### config.mk
export PLATFORM = sky130hd
export DESIGN_NAME = mx_attn_loader
export DESIGN_NICKNAME = d
export VERILOG_FILES = /design/src/rtl/mx_attn_loader.sv
export SDC_FILE = /design/constraint.sdc
export NUM_CORES = 1
export LEC_CHECK = 0
export CORE_AREA = 2 2 464 466
export DETAILED_ROUTE_END_ITERATION = 6
export DIE_AREA = 0 0 466 468
export PLACE_DENSITY = 0.46
export SYNTH_ARGS = -nofsm -noshare
export SYNTH_HDL_FRONTEND = slang
export SYNTH_SLANG_ARGS = --single-unit
### constraint.sdc
create_clock -name i_clk -period 6.8 [get_ports i_clk]
set_input_delay 1.7 -clock i_clk [delete_from_list [all_inputs] [get_ports i_clk]]
set_output_delay 1.7 -clock i_clk [all_outputs]
set_load 0.01 [all_outputs]
### src/rtl/mx_attn_loader.sv
// mx_attn_loader
//   Collects one attention tile (Q, K^T, V plus their MX shared scales) from a
//   stream of MX blocks and holds it for a downstream consumer.
//   The blocks arrive in a fixed order: all Q blocks row-major, then K row-major
//   (stored transposed as K^T), then V row-major. Each block carries k signed
//   elements and one shared scale.
//
// Handshake: a beat is transferred on a rising i_clk edge when i_valid and
//   o_ready are both 1. o_ready is high in the three load phases and low in
//   HOLD and during reset. o_tile_valid is high exactly while in HOLD. The
//   consumer releases the tile with i_tile_ack, which only has an effect in HOLD.
//
// Ports:
//   i_clk, i_rst_n       clock, asynchronous active-low reset
//   i_valid, o_ready     input block handshake
//   i_data               k elements, element e at [e*bit_width +: bit_width]
//   i_scale              shared scale of the block
//   o_tile_valid         complete tile held in the output arrays
//   i_tile_ack           consumer releases the tile
//   o_state              FSM state: 0 LOAD_Q, 1 LOAD_K, 2 LOAD_V, 3 HOLD
//   Q_o, Kt_o, V_o       element arrays
//   S_Q_o, S_Kt_o, S_V_o shared-scale arrays
module mx_attn_loader #(
    parameter int S_q         = 4,
    parameter int S_kv        = 4,
    parameter int d_kq        = 8,
    parameter int d_v         = 8,
    parameter int k           = 2,
    parameter int bit_width   = 8,
    parameter int scale_width = 8
) (
    input  logic                          i_clk,
    input  logic                          i_rst_n,
    input  logic                          i_valid,
    output logic                          o_ready,
    input  logic [k*bit_width-1:0]        i_data,
    input  logic [scale_width-1:0]        i_scale,
    output logic                          o_tile_valid,
    input  logic                          i_tile_ack,
    output logic [1:0]                    o_state,
    output logic signed [bit_width-1:0]   Q_o    [S_q][d_kq],
    output logic signed [bit_width-1:0]   Kt_o   [d_kq][S_kv],
    output logic signed [bit_width-1:0]   V_o    [S_kv][d_v],
    output logic [scale_width-1:0]        S_Q_o  [S_q][d_kq/k],
    output logic [scale_width-1:0]        S_Kt_o [d_kq/k][S_kv],
    output logic [scale_width-1:0]        S_V_o  [S_kv][d_v/k]
);

    generate
        if ((d_kq % k) != 0 || (d_v % k) != 0) begin : g_bad_block_size
            $error("mx_attn_loader: d_kq and d_v must be multiples of k");
        end
    endgenerate

    localparam int BQ   = d_kq / k;   // blocks per Q/K row
    localparam int BV   = d_v / k;    // blocks per V row
    localparam int NQ   = S_q * BQ;
    localparam int NK   = S_kv * BQ;
    localparam int NV   = S_kv * BV;
    localparam int NMAX = (NQ > NK) ? ((NQ > NV) ? NQ : NV) : ((NK > NV) ? NK : NV);
    localparam int CW   = $clog2(NMAX + 1);

    typedef enum logic [1:0] {
        LOAD_Q = 2'd0,
        LOAD_K = 2'd1,
        LOAD_V = 2'd2,
        HOLD   = 2'd3
    } state_t;

    state_t          r_state;
    state_t          w_state_next;
    logic [CW-1:0]   r_cnt;
    logic [CW-1:0]   w_cnt_next;
    int              w_beat;
    int              w_phase_len;
    logic            w_last;
    logic            w_acc;

    assign o_ready      = i_rst_n && (r_state != HOLD);
    assign o_tile_valid = (r_state == HOLD);
    assign o_state      = r_state;
    assign w_acc        = i_valid && o_ready;

    always_comb begin
        w_beat      = int'(r_cnt);
        w_phase_len = NQ;
        case (r_state)
            LOAD_K:  w_phase_len = NK;
            LOAD_V:  w_phase_len = NV;
            default: w_phase_len = NQ;
        endcase
        w_last = (w_beat == w_phase_len - 1);
    end

    // Next-state: the last accepted beat of a phase advances the phase on the
    // same edge and clears the shared beat counter.
    always_comb begin
        w_state_next = r_state;
        w_cnt_next   = r_cnt;
        case (r_state)
            LOAD_Q, LOAD_K, LOAD_V: begin
                if (w_acc) begin
                    if (w_last) begin
                        w_cnt_next = '0;
                        case (r_state)
                            LOAD_Q:  w_state_next = LOAD_K;
                            LOAD_K:  w_state_next = LOAD_V;
                            default: w_state_next = HOLD;
                        endcase
                    end else begin
                        w_cnt_next = r_cnt + 1'b1;
                    end
                end
            end
            default: begin
                if (i_tile_ack) begin
                    w_state_next = LOAD_Q;
                    w_cnt_next   = '0;
                end
            end
        endcase
    end

    always_ff @(posedge i_clk or negedge i_rst_n) begin
        if (!i_rst_n) begin
            r_state <= LOAD_Q;
            r_cnt   <= '0;
        end else begin
            r_state <= w_state_next;
            r_cnt   <= w_cnt_next;
        end
    end

    // Tile storage: the beat counter selects one block slot per phase. K rows
    // arrive un-transposed, so block c of K row j lands in column j of K^T.
    always_ff @(posedge i_clk or negedge i_rst_n) begin
        if (!i_rst_n) begin
            for (int r = 0; r < S_q; r++) begin
                for (int x = 0; x < d_kq; x++) Q_o[r][x] <= '0;
                for (int c = 0; c < BQ; c++)   S_Q_o[r][c] <= '0;
            end
            for (int j = 0; j < S_kv; j++) begin
                for (int x = 0; x < d_kq; x++) Kt_o[x][j] <= '0;
                for (int c = 0; c < BQ; c++)   S_Kt_o[c][j] <= '0;
                for (int x = 0; x < d_v; x++)  V_o[j][x] <= '0;
                for (int c = 0; c < BV; c++)   S_V_o[j][c] <= '0;
            end
        end else if (w_acc) begin
            case (r_state)
                LOAD_Q: begin
                    for (int r = 0; r < S_q; r++) begin
                        for (int c = 0; c < BQ; c++) begin
                            if (w_beat == r * BQ + c) begin
                                S_Q_o[r][c] <= i_scale;
                                for (int e = 0; e < k; e++)
                                    Q_o[r][c*k+e] <= i_data[e*bit_width +: bit_width];
                            end
                        end
                    end
                end
                LOAD_K: begin
                    for (int j = 0; j < S_kv; j++) begin
                        for (int c = 0; c < BQ; c++) begin
                            if (w_beat == j * BQ + c) begin
                                S_Kt_o[c][j] <= i_scale;
                                for (int e = 0; e < k; e++)
                                    Kt_o[c*k+e][j] <= i_data[e*bit_width +: bit_width];
                            end
                        end
                    end
                end
                LOAD_V: begin
                    for (int r = 0; r < S_kv; r++) begin
                        for (int c = 0; c < BV; c++) begin
                            if (w_beat == r * BV + c) begin
                                S_V_o[r][c] <= i_scale;
                                for (int e = 0; e < k; e++)
                                    V_o[r][c*k+e] <= i_data[e*bit_width +: bit_width];
                            end
                        end
                    end
                end
                default: ;
            endcase
        end
    end

endmodule
# Yosys cells after proc, flatten, opt, wreduce, memory -nomap -nowiden
# Cells that the tools add are included.
word_totals:
  ff_bits: 1159
  latch_bits: 0
  mem_bits_rw: 0
  mem_bits_ro: 0
  in_bits: 28
  n_memories: 0
classes:
  n_addsub: 1
  mul: 0
  n_div: 0
  n_lt_le_gt_ge: 0
  eq_ne: 21
  shift: 0
  n_mux: 9
  bitwise: 0
  reduce_logical: 56
ops:
  columns: ["operator", "n"]
  rows:
  - ["AND reduction 3 bit", 49]
  - ["equality test 5 bit (second input constant)", 8]
  - ["zero test 32 bit", 1]
  - ["equality test 5 x 4 -> 1 bit (second input constant)", 4]
  - ["two-way mux 5 bit", 4]
  - ["equality test 5 x 3 -> 1 bit (second input constant)", 2]
  - ["two-way mux 2 bit", 4]
  - ["!= test 2 bit (second input constant)", 3]
  - ["adder 5 x 1 -> 5 bit (second input constant)", 1]
  - ["equality test 5 x 2 -> 1 bit (second input constant)", 1]
  - ["equality test 2 bit (second input constant)", 2]
  - ["case mux 2 bit (2 select lines)", 1]
  - ["OR reduction 3 bit", 1]
  - ["equality test 2 x 1 -> 1 bit (second input constant)", 1]
  - ["logical AND 1 bit", 2]
  - ["zero test 2 bit", 1]
  - ["AND reduction 2 bit", 1]
  - ["nonzero test 2 bit", 1]

# Logic depth before layout (Yosys ltp)
# Gate-level depths: netlist of run 1.
depth:
  word_depth: 5
  mapped_depth: 8
  mapped_depth_nobuf: 5

# Worst setup path before layout of run 1
# OpenSTA, ideal clock, no wires.
synth_path:
  path_type: "in2out"
  startpoint: "input i_rst_n"
  endpoint: "output o_ready"
  arrival_ps: 2027
  t_required_ps: 5100
  slack_ps: 3073
  cell_stages: 2
  cell_sequence: "buf_4 > nor2b_1"
synth_via:
  elab_chain_len: 1
synth_rtl:
  columns: ["element", "line", "text"]
  rows:
  - ["start: declaration", "33", "input logic i_rst_n,"]
  - ["logical AND 1 bit", "79", "assign o_ready = i_rst_n && (r_state != HOLD);"]
  - ["end: declaration", "35", "output logic o_ready,"]
# Every way passes these cells.

# Worst setup path in the final report of run 1
# Same ends and word-level chain as after synthesis.

==> results by group, run 1 <==
Floorplanning
  • FP Rows: 170
  • Die Ht: 468 µm
  • # IOs: 1,184
  • Chip width: 466 µm
  • Starting Density: 20.71%
  • Die area: 218,100 µm²
  • Placeable Area: 213,300 µm²

Power
  • P_leak: 29.37 nW
  • Peak supply drop: 244.6 µV
  • PwrDens: 411.8 nW/µm²

Detailed routing
  • Final wirelength: 192,700 µm
  • Vias/cell: 4.118
  • M1 WL: 81,830 µm
  • WL per Instance: 28.39 µm
  • DRC Markers: 0
  • Final ANT Viol Nets: 0
  • Met3 Wirelength: 17,020 µm
  • Met2 WL: 89,260 µm
  • Vias post-DR: 27.94k
  • DR top layer: met5
  • Drt first pass iters: 5
  • Initial detailed-routing violation count: 1,323

Synthesis
  • Post-Syn Instances: 2,656
  • Ys async rst share: 100.0%
  • Area leader, netlist: dfrtp_1
  • Ys Warns: 0
  • Post-synth EDFFs: 0
  • Top post-synthesis cells by area: dfrtp_1, mux2_2, mux2_4
  • Flops & latches, synth: 1,159
  • Post-synthesis sequential area ratio: 65.63%
  • Post-synth net total: 2,693
  • Mapped cell area: 44,190 µm²
  • Syn_area_per_cell: 16.64 µm²
  • Number of distinct library cells after synthesis: 37
  • Top cell type's share of synthesized area: 65.63%
  • Ys flop type: dfrtp_1

Run
  • Max-cap violations: 0

Clock tree
  • Cts hold-fix bufs: 0
  • CTS buffer count: 141
  • Worst-path clk slew: 60 ps
  • Clock latency on the worst-skew pair: 810 ps
  • CTS tree: built
  • Postcts setup bufs: 0
  • Clock sink total: 1,159
  • Longest Clk Path Bufs: 3
  • Root Driver: clkbuf_16
  • H-tree depth: 4
  • Post-cts sizing count: 0

Timing
  • Slew at the pin with the worst max-slew slack: 1301 ps
  • F_max: 0.2082 GHz
  • Clock skew: 41.04 ps
  • Max Transition Viols Final: 0
  • Relative slew margins: 13.29%
  • Final hold vios: 0
  • Min cycle time layout: 4803 ps
  • Period utilisation layout: 70.63%
  • Unrepaired setup endpoints after global routing: false
  • Final setup viols: 0
  • Setup TNS: 0 ps
  • Hold Slack: 487.2 ps

Cells and area
  • Layout cell share with drive strength beyond 1: 37.59%
  • Nets: 3,869
  • Post-Layout Cell Count: 6,785
  • Area grow syn2layout: 44.64%
  • Most frequent cells in the layout: dfrtp_1, clkdlybuf4s50_1, mux2_2
  • Commonest non-fill, non-tap cell in the layout: dfrtp_1
  • Fill cell count: 21.50k

Setup path
  • Type of origin of the critical path: input pin
  • Crit end category: output port
  • Required time of the critical path: 5100 ps
  • Critical Path AT: 3100 ps
  • CP Max Fanout: 52
  • Slowest Stage Delay on Critical Path: 610 ps
  • CP max-delay cell: clkdlybuf4s50_1
  • Setup Crit Path Kind: in -> out
  • Worst path cell trace: buf_8, nor2b_1, clkdlybuf4s50_1

Hold path
  • Min-delay worst type: reg -> reg

Place
  • Cells after DPL: 6,527
  • GP Congestion: 0.7572
  • # port buffers: 1,183
  • Detailed Place HPWL: 130,900 µm

Global route
  • Pin count of the biggest net entering global routing: 96
  • Total global-route track usage: 17.25%
  • Vias in the first global route: 29.38k
  • GRT overflow: 0
  • Initial antenna violation count: 31
  • First-pass GRT wire length: 260,100 µm

Outcome
  • Outcome: completed
==> cells in the mapped netlist (all sizes together), types with 2 or more instances <==
library cell and number:
nand3 26, ha 9, nand4 9, nor4b 2
nor3b 4, nor2b 2, nor2 13, and4b 3
nand3b 2, dfrtp 1159, nand2 3, mux2 1153
clkbuf 129, o311ai 2, nor4 4, and2 2
inv 8, a21oi 2, buf 107, nand4b 9
==> power by group <==
group / switching (mW) / internal [mW] / total, mW
clock network: 3.19 / 4.39 / 7.58
logic: 3.78 / 4.95 / 8.74
registers: 1.09 / 8.92 / 10.0
total: 8.07 / 18.3 / 26.3
==> sequential cells by signal (all words and copies together), names as in the netlist <==
signal,count
o_state,2
S_Q_o,128
Q_o,256
S_V_o,128
V_o,256
r_cnt,5
Kt_o,256
S_Kt_o,128
==> area by class of cell <==
cell class	instances	area, µm²	share of cell area [%]
Sequential cell	1159	29000	45.37
Multi-Input combinational cell	1253	14260	22.31
Timing Repair Buffer	1269	12400	19.40
Clock buffer	201	4055	6.344
Tap cell	2838	3551	5.555
Clock inverter	45	590.6	0.9239
Inverter	8	30.03	0.04698
Antenna cell	12	30.03	0.04698
==> kinds of logic (layout without fill, tap and decap cells) <==
logic type	count (synthesis)	count (layout)	share of synthesized area (%)
and+or+nand+nor	83	83	1.351
AOI/OAI and AO/OA	7	7	0.1133
adders and majority gates	9	9	0.2548
other	0	12	0
xor gates and xnor gates	1	1	0.01982
DFF	1159	1159	65.63
buffers and inverters	244	1523	2.574
muxes	1153	1153	30.06
==> stage by stage <==
step | utilization, % | total power [mW] | setup slack, ps | instance area, µm²
floorplan | - | 13.13 | 3073 | 44190
global placement | 27.77 | 18.91 | 1870 | 59250
detailed placement | 27.77 | 18.96 | 1852 | 59250
CTS | 29.95 | 26.74 | 1973 | 63890
global route | 29.95 | 27.57 | 1896 | 63890
finish | 29.96 | 26.32 | 1997 | 63920
==> routing by layer <==
| metal | vias to the layer above | global-route usage [%] |
|---|---|---|
| met5 | - | 0 |
| met4 | 2 | 4.732 |
| met3 | 213 | 6.338 |
| met2 | 1092 | 27.63 |
| met1 | 14940 | 21.74 |
| li1 | 11700 | - |
==> final timing paths <==
| kind | start | end | slack (ps) | cells past startpoint |
|---|---|---|---|---|
| worst max-delay path | i_rst_n | o_ready | 2000 | 3 |
| worst min-delay path | S_Kt_o[12] | S_Kt_o[12] | 490 | 1 |
| worst max register to register | o_state[0] | Kt_o[106] | 3280 | 4 |
| worst min register to register | S_Kt_o[12] | S_Kt_o[12] | 490 | 1 |
| max in group asynchronous | i_rst_n | S_Kt_o[58] | 2860 | 4 |
| min in group asynchronous | i_rst_n | Q_o[198] | 870 | 1 |
==> worst max-delay path, delay by kind of cell <==
family,cells,cell delay (ps)
buffers and inverters,2,1000
AND/OR/NAND/NOR,1,310
No activity file was read; power rests on OpenSTA's default activity.
==> run 2: changes to the inputs <==
PLACE_DENSITY = 0.47   (was 0.46)
clock period = 4.2 ns   (was 6.8 ns; I/O delays follow)
==> results by group, run 2 (synthesis results as in run 1) <==
Outcome
  • Outcome: completed (unchanged)

Cells and area
  • Most frequent cells in the layout: dfrtp_1, clkdlybuf4s50_1, mux2_2 (unchanged)
  • Layout cell share with drive strength beyond 1: 38.10% (was 37.59%)
  • Commonest non-fill, non-tap cell in the layout: dfrtp_1 (unchanged)
  • Area grow syn2layout: 46.36% (was 44.64%)
  • Nets: 3,907 (was 3,869)
  • Top flop regs: Kt_o: 256 flops, Q_o: 256 flops, V_o: 256 flops (unchanged)
  • Fill cell count: 21.41k (was 21.50k)

Power
  • PwrDens: 664.3 nW/µm² (was 411.8 nW/µm²)
  • Peak supply drop: 376.1 µV (was 244.6 µV)
  • P_leak: 29.73 nW (was 29.37 nW)
  • Power, Total: 42.97 mW (was 26.32 mW)

Timing
  • Clock skew: 23.25 ps (was 41.04 ps)
  • Final hold vios: 0 (unchanged)
  • Final setup viols: 0 (unchanged)
  • Relative slew margins: 20.38% (was 13.29%)
  • Period utilisation layout: 90.42%
  • Unrepaired setup endpoints after global routing: false (unchanged)
  • Setup TNS: 0 ps (unchanged)
  • Max Transition Viols Final: 0 (unchanged)
  • Slew at the pin with the worst max-slew slack: 1194 ps (was 1301 ps)
  • Min cycle time layout: 3798 ps
  • F_max: 0.2633 GHz

Clock tree
  • Root Driver: clkbuf_16 (unchanged)
  • CTS buffer count: 142 (was 141)
  • Cts hold-fix bufs: 0 (unchanged)
  • CTS tree: built (unchanged)
  • Longest Clk Path Bufs: 3 (unchanged)
  • Postcts setup bufs: 0 (unchanged)
  • Clock sink total: 1,159 (unchanged)
  • Clock latency on the worst-skew pair: 770 ps (was 810 ps)
  • Post-cts sizing count: 0 (unchanged)
  • Worst-path clk slew: 60 ps (about the same)
  • H-tree depth: 4 (unchanged)

Detailed routing
  • Vias post-DR: 28.10k (was 27.94k)
  • DRC Markers: 0 (unchanged)
  • Final ANT Viol Nets: 0 (unchanged)
  • Vias/cell: 4.119 (was 4.118)
  • WL per Instance: 28.44 µm (was 28.39 µm)
  • Initial detailed-routing violation count: 1,396 (was 1,323)
  • Drt first pass iters: 4 (was 5)
  • Final wirelength: 194,000 µm (was 192,700 µm)

Place
  • Detailed Place HPWL: 134,200 µm (was 130,900 µm)
  • GP Congestion: 0.7504 (was 0.7572)
  • # port buffers: 1,183 (unchanged)

Setup path
  • Crit end category: output port (unchanged)
  • Worst path cell trace: ha_1, clkdlybuf4s50_1 (was buf_8, nor2b_1, clkdlybuf4s50_1)
  • Setup Crit Path Kind: reg -> out (was in -> out)
  • Required time of the critical path: 3150 ps (was 5100 ps)
  • Slowest Stage Delay on Critical Path: 790 ps (was 610 ps)
  • Type of origin of the critical path: flop (was input pin)
  • CP max-delay cell: ha_1 (was clkdlybuf4s50_1)
  • Critical Path AT: 2750 ps (was 3100 ps)
  • CP Max Fanout: 15 (was 52)

Floorplanning
  • Starting Density: 20.71% (unchanged)
  • FP Rows: 170 (unchanged)
  • Placeable Area: 213,300 µm² (unchanged)
  • Chip width: 466 µm (unchanged)
  • # IOs: 1,184 (unchanged)
  • Die Ht: 468 µm (unchanged)
  • Die area: 218,100 µm² (unchanged)

Run
  • Max-cap violations: 0 (unchanged)

Global route
  • Initial antenna violation count: 23 (was 31)
  • GRT overflow: 0 (unchanged)
  • Total global-route track usage: 17.35% (was 17.25%)
  • Vias in the first global route: 29.71k (was 29.38k)
  • First-pass GRT wire length: 262,900 µm (was 260,100 µm)
  • Pin count of the biggest net entering global routing: 132 (was 96)

Hold path
  • Min-delay worst type: in -> async (was reg -> reg)
run 2: stage by stage:
stage                     instance area, µm²  std cells  util [%]  setup slack (ps)  hold WS (ps)
after global routing                   64660       6815     30.31             219.8         107.2
final                                  64680       6823     30.32             402.4         170.7
after detailed placement               59880       6564     28.07             393.6         477.7
after global placement                 59880       6564     28.07             364.2         468.3
after CTS                              64660       6814     30.31             297.6         85.27
after floorplan                        44190       2656         -              1497         528.8
run 2: final timing paths:
check,startpoint,slack [ps],depth (start not counted),endpoint
max,o_state[0],400,2,o_tile_valid
min,i_rst_n,170,1,S_Q_o[66]
max reg2reg,o_state[0],1100,5,S_V_o[103]
min reg2reg,Kt_o[6],490,1,Kt_o[6]
max in group asynchronous,i_rst_n,1970,4,S_V_o[12]
min in group i_clk,Kt_o[6],490,1,Kt_o[6]
run 2: critical path, delay by kind of cell (launching register included):
kind | cells | cell delay (ps)
adder cells (fa/ha/maj) | 1 | 790
flip-flops | 1 | 440
buffers and inverters | 1 | 730
run 2: metal layers:
layer	vias up	part of all wire, %	track usage, %
li1	11800	-	-
met1	15020	43	22.03
met2	1062	46	27.48
met3	217	8.9	6.494
met4	2	2.5	4.811
met5	-	0.0067	0
run 2: final cells by class:
cell class | instances | area, µm² | area share (%)
Antenna cell | 9 | 22.52 | 0.03482
Clock buffer | 216 | 4245 | 6.564
Clock inverter | 34 | 533.0 | 0.8241
Inverter | 8 | 30.03 | 0.04643
Multi-Input combinational cell | 1253 | 14280 | 22.08
Sequential cell | 1159 | 29000 | 44.84
Tap cell | 2838 | 3551 | 5.490
Timing Repair Buffer | 1306 | 13010 | 20.12
run 2: report_power, final:
group          switching, mW  total, mW  internal [mW]
clock                   5.13       12.5           7.40
sequential              1.83       16.3           14.4
combinational           6.10       14.2           8.06
